### src/rtl/mac_rx_buff_wr.sv
// Receive-side ring-buffer writer: stores 64-bit MAC rx beats and commits each accepted frame behind a header word.
// Define MAC_RX_TIMESTAMP_EN to place a free-running cycle count, latched at SOF, into header[31:0].
module mac_rx_buff_wr #(
  parameter int unsigned BW       = 10,
  parameter int unsigned HEADROOM = 6,
  parameter int unsigned MIN_LEN  = 60,
  parameter int unsigned MAX_LEN  = 1518
) (
  input  logic          clk,
  input  logic          rst,
  input  logic [63:0]   rx_data,
  input  logic [7:0]    rx_data_valid,
  input  logic          rx_good_frame,
  input  logic          rx_bad_frame,
  output logic          wr_en,
  output logic [BW-1:0] wr_addr,
  output logic [63:0]   wr_data,
  output logic          activity,
  output logic [BW-1:0] committed_prod,
  input  logic [BW-1:0] committed_cons,
  output logic [15:0]   dropped_full,
  output logic [15:0]   dropped_bad,
  output logic [15:0]   dropped_len
);

  localparam int unsigned LW        = 16;
  localparam int unsigned CW        = 16;
  localparam logic [BW:0]   OVF_THR  = (BW+1)'((2 ** BW) - HEADROOM);
  localparam logic [BW-1:0] ADDR_ONE = BW'(1);
  localparam logic [LW-1:0] MIN_LEN_W = LW'(MIN_LEN);
  localparam logic [LW-1:0] MAX_LEN_W = LW'(MAX_LEN);
  localparam logic [CW-1:0] CNT_MAX   = {CW{1'b1}};

  typedef enum logic [1:0] {
    S_IDLE   = 2'd0,
    S_DATA   = 2'd1,
    S_COMMIT = 2'd2,
    S_DROP   = 2'd3
  } state_e;

  state_e          state_q, state_d;
  logic [BW-1:0]   aux_q, aux_d;
  logic [LW-1:0]   len_q, len_d;
  logic [BW-1:0]   prod_q, prod_d;
  logic            cause_full_q, cause_full_d;
  logic            wr_en_q, wr_en_d;
  logic [BW-1:0]   wr_addr_q, wr_addr_d;
  logic [63:0]     wr_data_q, wr_data_d;
  logic [CW-1:0]   drop_full_q, drop_full_d;
  logic [CW-1:0]   drop_bad_q, drop_bad_d;
  logic [CW-1:0]   drop_len_q, drop_len_d;

  logic            beat_c;
  logic            eof_c;
  logic [BW-1:0]   occ_c;
  logic            ovf_c;
  logic [LW-1:0]   len_upd_c;
  logic            len_ok_c;
  logic [31:0]     hdr_ts_c;
  logic [63:0]     header_c;
  logic            inc_full_c, inc_bad_c, inc_len_c;

  function automatic logic [3:0] popcnt8(input logic [7:0] m);
    logic [3:0] c;
    c = 4'd0;
    for (int i = 0; i < 8; i++) c = c + {3'b000, m[i]};
    return c;
  endfunction

  function automatic logic [CW-1:0] sat_inc(input logic [CW-1:0] c, input logic inc);
    return (inc && (c != CNT_MAX)) ? c + CW'(1) : c;
  endfunction

  assign beat_c    = (rx_data_valid != 8'd0);
  assign eof_c     = rx_good_frame | rx_bad_frame;
  assign occ_c     = aux_q - committed_cons;
  assign ovf_c     = ({1'b0, occ_c} > OVF_THR);
  assign len_upd_c = beat_c ? len_q + LW'(popcnt8(rx_data_valid)) : len_q;
  assign len_ok_c  = (len_upd_c >= MIN_LEN_W) && (len_upd_c <= MAX_LEN_W);
  assign header_c  = {1'b0, 15'd0, len_q, hdr_ts_c};

`ifdef MAC_RX_TIMESTAMP_EN
  logic [31:0] cyc_q, cyc_d;
  logic [31:0] ts_q, ts_d;
  logic        sof_c;

  // SOF beat is the first valid beat seen while idle or while committing the previous frame
  assign sof_c = beat_c && ((state_q == S_IDLE) || (state_q == S_COMMIT));

  always_comb begin
    cyc_d = cyc_q + 32'd1;
    ts_d  = sof_c ? cyc_q : ts_q;
  end

  always_ff @(posedge clk) begin
    if (rst) begin
      cyc_q <= 32'd0;
      ts_q  <= 32'd0;
    end else begin
      cyc_q <= cyc_d;
      ts_q  <= ts_d;
    end
  end

  assign hdr_ts_c = ts_q;
`else
  assign hdr_ts_c = 32'd0;
`endif

  // Next-state, buffer write and drop accounting
  always_comb begin
    state_d      = state_q;
    aux_d        = aux_q;
    len_d        = len_q;
    prod_d       = prod_q;
    cause_full_d = cause_full_q;
    wr_en_d      = 1'b0;
    wr_addr_d    = wr_addr_q;
    wr_data_d    = wr_data_q;
    inc_full_c   = 1'b0;
    inc_bad_c    = 1'b0;
    inc_len_c    = 1'b0;

    case (state_q)
      S_IDLE: begin
        aux_d = prod_q + ADDR_ONE;
        len_d = '0;
        if (beat_c) state_d = S_DATA;
      end

      S_DATA: begin
        if (beat_c) begin
          wr_en_d   = 1'b1;
          wr_addr_d = aux_q;
          wr_data_d = rx_data;
          aux_d     = aux_q + ADDR_ONE;
          len_d     = len_upd_c;
        end
        if (ovf_c) begin
          if (eof_c) begin
            inc_full_c = 1'b1;
            state_d    = S_IDLE;
          end else begin
            cause_full_d = 1'b1;
            state_d      = S_DROP;
          end
        end else if ((len_upd_c > MAX_LEN_W) && !eof_c) begin
          cause_full_d = 1'b0;
          state_d      = S_DROP;
        end else if (rx_bad_frame) begin
          inc_bad_c = 1'b1;
          state_d   = S_IDLE;
        end else if (rx_good_frame) begin
          if (len_ok_c) begin
            state_d = S_COMMIT;
          end else begin
            inc_len_c = 1'b1;
            state_d   = S_IDLE;
          end
        end
      end

      S_COMMIT: begin
        wr_en_d   = 1'b1;
        wr_addr_d = prod_q;
        wr_data_d = header_c;
        prod_d    = aux_q;
        len_d     = '0;
        aux_d     = aux_q + ADDR_ONE;
        state_d   = beat_c ? S_DATA : S_IDLE;
      end

      S_DROP: begin
        if (eof_c) begin
          inc_full_c = cause_full_q;
          inc_len_c  = !cause_full_q;
          state_d    = S_IDLE;
        end
      end

      default: state_d = S_IDLE;
    endcase

    drop_full_d = sat_inc(drop_full_q, inc_full_c);
    drop_bad_d  = sat_inc(drop_bad_q, inc_bad_c);
    drop_len_d  = sat_inc(drop_len_q, inc_len_c);
  end

  always_ff @(posedge clk) begin
    if (rst) begin
      state_q      <= S_IDLE;
      aux_q        <= '0;
      len_q        <= '0;
      prod_q       <= '0;
      cause_full_q <= 1'b0;
      wr_en_q      <= 1'b0;
      wr_addr_q    <= '0;
      wr_data_q    <= '0;
      drop_full_q  <= '0;
      drop_bad_q   <= '0;
      drop_len_q   <= '0;
    end else begin
      state_q      <= state_d;
      aux_q        <= aux_d;
      len_q        <= len_d;
      prod_q       <= prod_d;
      cause_full_q <= cause_full_d;
      wr_en_q      <= wr_en_d;
      wr_addr_q    <= wr_addr_d;
      wr_data_q    <= wr_data_d;
      drop_full_q  <= drop_full_d;
      drop_bad_q   <= drop_bad_d;
      drop_len_q   <= drop_len_d;
    end
  end

  assign wr_en          = wr_en_q;
  assign activity       = wr_en_q;
  assign wr_addr        = wr_addr_q;
  assign wr_data        = wr_data_q;
  assign committed_prod = prod_q;
  assign dropped_full   = drop_full_q;
  assign dropped_bad    = drop_bad_q;
  assign dropped_len    = drop_len_q;

endmodule
### config.mk
export PLATFORM = sky130hd
export DESIGN_NAME = mac_rx_buff_wr
export DESIGN_NICKNAME = d
export VERILOG_FILES = /design/src/rtl/mac_rx_buff_wr.sv
export SDC_FILE = /design/constraint.sdc
export NUM_CORES = 1
export LEC_CHECK = 0
export ABC_AREA = 0
export BUFFER_PORTS_ARGS = -buffer_cell sky130_fd_sc_hd__buf_2
export CORE_UTILIZATION = 48
export CTS_CLUSTER_SIZE = 16
export DETAILED_ROUTE_END_ITERATION = 12
export GPL_ROUTABILITY_DRIVEN = 0
export PLACE_DENSITY = 0.74
export SETUP_SLACK_MARGIN = 0.15
export SYNTH_ARGS = -nofsm -noshare
export SYNTH_HDL_FRONTEND = slang
export SYNTH_SLANG_ARGS = --single-unit
export TNS_END_PERCENT = 1
### constraint.sdc
create_clock -name clk -period 4.72 [get_ports clk]
set_input_delay 0.472 -clock clk [delete_from_list [all_inputs] [get_ports clk]]
set_output_delay 0.472 -clock clk [all_outputs]
set_load 0.005 [all_outputs]
==> results.rst <==
.. list-table::
   :header-rows: 1

   * - Metric
     - Value
   * - Clock tree from TritonCTS
     - yes
   * - Quantity of I/O buffers inserted on ports
     - 219
   * - Hold bufs inserted after CTS
     - 0
   * - Sequential-to-total area share from yosys stat
     - 39.1%
   * - Combinational family with the most area after synthesis
     - compound AO/OA/AOI/OAI gates
   * - Setup repair after global routing missed its margin
     - yes
   * - Worst vdd rail ir drop
     - ~0.00028 V
   * - Post-Route Skew
     - between 0.01 and 0.015 ns
   * - Standby leakage power
     - approximately 4.3 nW
   * - Average cell area after synthesis
     - 8.50 µm²
   * - Number of distinct library cell variants in the gate-level netlist after synthesis
     - between 70 and 80
   * - Crit path from
     - rx_data_valid[0]
   * - Total negative slack
     - -0.187 ns
   * - Max stage delay on crit path
     - between 0.5 and 0.6 ns
   * - Y dimension of the die
     - roughly 130 µm
   * - Wire length of the first global-routing pass
     - approximately 35,000 µm
   * - Maximum number of pins on one net before global-route repair
     - 84
   * - Inst Count DP
     - approximately 1,400
   * - Post-synthesis cell area
     - 8300 µm²
   * - Initial detailed-routing violation count
     - about 460
   * - Synth Area in Adders
     - 5.06%
   * - H-tree Lvls
     - 4
   * - Max-cap viol count
     - 0
   * - Final antenna-violating net count
     - 0
   * - Final setup slack of the worst path
     - -0.0346 ns
   * - I/O Pins
     - 220
   * - Root cell of the clock tree
     - sky130_fd_sc_hd__clkbuf_16
   * - Cells along the critical path
     - buf_2 -> fa_1 -> inv_1 -> fa_1 -> fa_1 -> fa_2 -> fa_2 -> nor2b_4 -> o21ai_2 -> buf_4 -> nor2_2 -> a211oi_1 -> buf_4 -> o21ai_1 -> a211oi_2 -> o21ba_1 -> buf_12 -> or4_1 -> a21oi_1
   * - Signal arrival time at the worst endpoint
     - ~5.1 ns
   * - Number of buffers created by CTS
     - 17
   * - Clk slew on worst S/H paths
     - around 0.070 ns
   * - Power per cell area
     - ~330 nW/µm²
   * - Num rows
     - 47
   * - Startpoint of the lowest-slack hold path
     - rx_data[53]
   * - Die extent in x
     - around 130 µm
   * - Library cell contributing the largest single delay on the critical path
     - sky130_fd_sc_hd__fa_1
   * - Area share of and/or/nand/nor cells after synthesis
     - about 20%
   * - Buffers from clock root to sink, at most
     - 2
   * - Element type at the critical path end
     - flip-flop
   * - Count of state elements after synthesis
     - 162
   * - Parity-gate share of the synthesized area counting xor and xnor cells
     - 4.11%
   * - Layout filler cell count
     - 1,507
   * - Post-DR vias/cell
     - 5.50
   * - Top FF cell, synth
     - sky130_fd_sc_hd__dfxtp_1
   * - Core Box Area
     - approximately 17,000 µm²
   * - Pins Over Slew Limit
     - 0
   * - Floorplan die area
     - 17,800 µm²
   * - Sequential cell area in the final layout
     - roughly 3200 µm²
   * - Clock network latency to the later pin of the worst-skew pair
     - ~0.43 ns
   * - Required time reported for the critical path endpoint
     - a little over 5 ns
   * - Worst path most repeated cell
     - sky130_fd_sc_hd__fa_1
   * - DRT Pass-1 Iters
     - 9
   * - Final global-route overflow total
     - 0
   * - Multi-input gate area
     - 4710 µm²
   * - Proportion of synthesized area in mux cells
     - between 6 and 7%
   * - Fraction of registers with async set or reset after synthesis
     - 0%
   * - Type of origin of the critical path
     - input port
   * - Effective utilization at floorplan
     - between 40% and 50%
   * - Reg-to-reg startpoint
     - len_q[0]
   * - Count of inserted antenna diode cells
     - 0
   * - Fmax
     - around 210 MHz
   * - Violations in the final reports
     - negative setup slack
   * - Mapped Nets
     - around 1,100
   * - EDFF count, synth
     - 0
   * - Antenna violations before repair
     - 0
   * - Total count of hold-check failures in the final report
     - 0
   * - Final cell count without fillers
     - 1,413
   * - Final setup violating endpoints
     - 8
   * - Actual slew at the worst max-slew pin
     - between 1 and 1.5 ns
   * - Total Routed Length
     - between 20,000 and 25,000 µm
   * - Average wire per cell in the routed design
     - 15.1 µm
   * - Number of global-route vias before repair
     - 7,072
   * - Total number of nets in the final design
     - about 1,300
   * - Type of the setup path with the least slack
     - in -> reg
   * - Clk sink count
     - 162
   * - Fraction of the cycle the final worst path needs
     - 101%
   * - Via count of the routed design
     - around 8,000
   * - Total routing usage reported by global routing
     - between 20% and 30%
   * - Area added between synthesis and finish
     - 24.0%
   * - Outcome
     - complete, but fails checks
   * - Ratio of cells with drive above 1 in the final layout
     - approximately a quarter
   * - Clock period minus final worst setup slack
     - approximately 4.8 ns
   * - Total power
     - 0.00336 W
   * - Dpl hpwl
     - approximately 15,000 µm
   * - Slew Limit Headroom
     - about a quarter
   * - Number of remaining DRC errors
     - 0
   * - Area fraction in compound gates after synthesis
     - about a fifth
   * - Peak fanout along the critical path
     - 27
   * - Synth warn
     - 0
   * - HP Class
     - in -> reg
   * - Synthesized instance count
     - ~980
## routing by layer
layer	global-route usage (%)	part of all wire, %	vias to the layer above
met3	6.35	6.5	12
met4	5.11	0.82	0
met5	0	0	-
met1	31.1	45	3572
met2	39.8	48	253
li1	-	-	3933
## cells in the final DEF, fill, tap and decap left out, types with 5 or more instances in the layout
cell,n
sky130_fd_sc_hd__nor2b_1,8
sky130_fd_sc_hd__and3_1,10
sky130_fd_sc_hd__a22oi_1,52
sky130_fd_sc_hd__nand2_1,52
sky130_fd_sc_hd__clkinv_4,5
sky130_fd_sc_hd__or3_1,11
sky130_fd_sc_hd__dfxtp_1,162
sky130_fd_sc_hd__nor2_1,157
sky130_fd_sc_hd__a211oi_1,30
sky130_fd_sc_hd__mux2i_1,48
sky130_fd_sc_hd__inv_1,40
sky130_fd_sc_hd__clkbuf_16,17
sky130_fd_sc_hd__nand3_1,33
sky130_fd_sc_hd__o21ai_0,33
sky130_fd_sc_hd__nor4_1,10
sky130_fd_sc_hd__ha_1,23
sky130_fd_sc_hd__buf_4,28
sky130_fd_sc_hd__xnor2_1,25
sky130_fd_sc_hd__a311oi_1,7
sky130_fd_sc_hd__nor3_1,11
sky130_fd_sc_hd__or4_1,14
sky130_fd_sc_hd__a31oi_1,9
sky130_fd_sc_hd__nand4_1,12
sky130_fd_sc_hd__a21oi_1,45
sky130_fd_sc_hd__xor2_1,14
sky130_fd_sc_hd__o211ai_1,6
sky130_fd_sc_hd__buf_2,218
sky130_fd_sc_hd__o31ai_1,12
## registers in the layout, indices dropped and copies added (netlist names)
register,flops
cause_full_q,1
committed_prod,10
dropped_full,16
wr_addr,10
state_q,2
len_q,16
dropped_len,16
activity,1
wr_data,64
dropped_bad,16
aux_q,10
## area by class of cell
| class | count | share of cell area, % |
|---|---|---|
| inverters | 41 | 1.49 |
| clock buffers | 18 | 4.27 |
| multi-input cells | 710 | 45.8 |
| flip-flops and latches | 162 | 31.5 |
| clock inverters | 14 | 1.36 |
| well taps | 220 | 2.67 |
| repair buffers | 248 | 12.9 |
## cell families (layout without fill, tap and decap cells)
group | after synthesis | count (layout)
compound gates | 242 | 242
simple gates | 349 | 349
buf+inv | 105 | 321
fa+ha+maj | 30 | 30
mux | 50 | 50
flops | 162 | 162
xor+xnor | 39 | 39
## cells in the mapped netlist (11+ instances only)
cell type,n,share of area (%)
sky130_fd_sc_hd__dfxtp_1,162,39
sky130_fd_sc_hd__nor2_1,157,7.1
sky130_fd_sc_hd__a22oi_1,52,4.7
sky130_fd_sc_hd__nand2_1,52,2.4
sky130_fd_sc_hd__clkbuf_1,48,2.2
sky130_fd_sc_hd__mux2i_1,48,5.8
sky130_fd_sc_hd__a21oi_1,47,2.8
sky130_fd_sc_hd__inv_1,40,1.8
sky130_fd_sc_hd__o21ai_0,34,2.0
sky130_fd_sc_hd__nand3_1,33,2.0
sky130_fd_sc_hd__a211oi_1,30,2.7
sky130_fd_sc_hd__xnor2_1,25,2.6
sky130_fd_sc_hd__ha_1,24,3.6
sky130_fd_sc_hd__or4_1,16,1.4
sky130_fd_sc_hd__o31ai_1,14,1.3
sky130_fd_sc_hd__xor2_1,14,1.5
sky130_fd_sc_hd__nand4_1,12,0.90
sky130_fd_sc_hd__nor3_1,12,0.72
sky130_fd_sc_hd__or3_1,11,0.83
## worst max-delay path, delay by kind of cell
| family | cells | cell delay (ns) |
|---|---|---|
| AOI/OAI and AO/OA | 6 | 0.94 |
| adders and majority gates | 5 | 2.27 |
| buffers and inverters | 5 | 0.62 |
| and+or+nand+nor | 3 | 0.77 |
## metrics by stage
stage               utilization (%)  worst slack [ns]  hold slack, ns  cell area, µm²
floorplan                         -            -0.227           0.463            8330
global placement               57.6            -0.490           0.484            9660
detailed placement             57.6            -0.586           0.486            9660
CTS                            61.2           -0.0183           0.259           10200
global route                   61.4            -0.191           0.275           10300
finish                         61.4           -0.0346           0.277           10300
## power breakdown
part	leakage, nW	total [W]	switching (W)	internal (W)
registers	1.32	0.00147	0.0000379	0.00143
clock network	0.286	0.00135	0.000629	0.000717
logic	2.69	0.000548	0.000306	0.000242
total	4.29	0.00336	0.000973	0.00239
## timing repair
action                                  CTS  global route
endpoints found under the setup margin   17            18
resized for setup                         1             9
pin swaps                                 7             3
setup buffers                             1             0
## final timing paths
kind / endpoint / slack (ns) / depth (start not counted)
worst max-delay path: dropped_len[8] / -0.03 / 19
worst min-delay path: wr_data[53] / 0.28 / 3
worst max register to register: dropped_len[8] / 0.22 / 17
worst min register to register: wr_data[47] / 0.49 / 2
(Power assumes the default switching activity.)
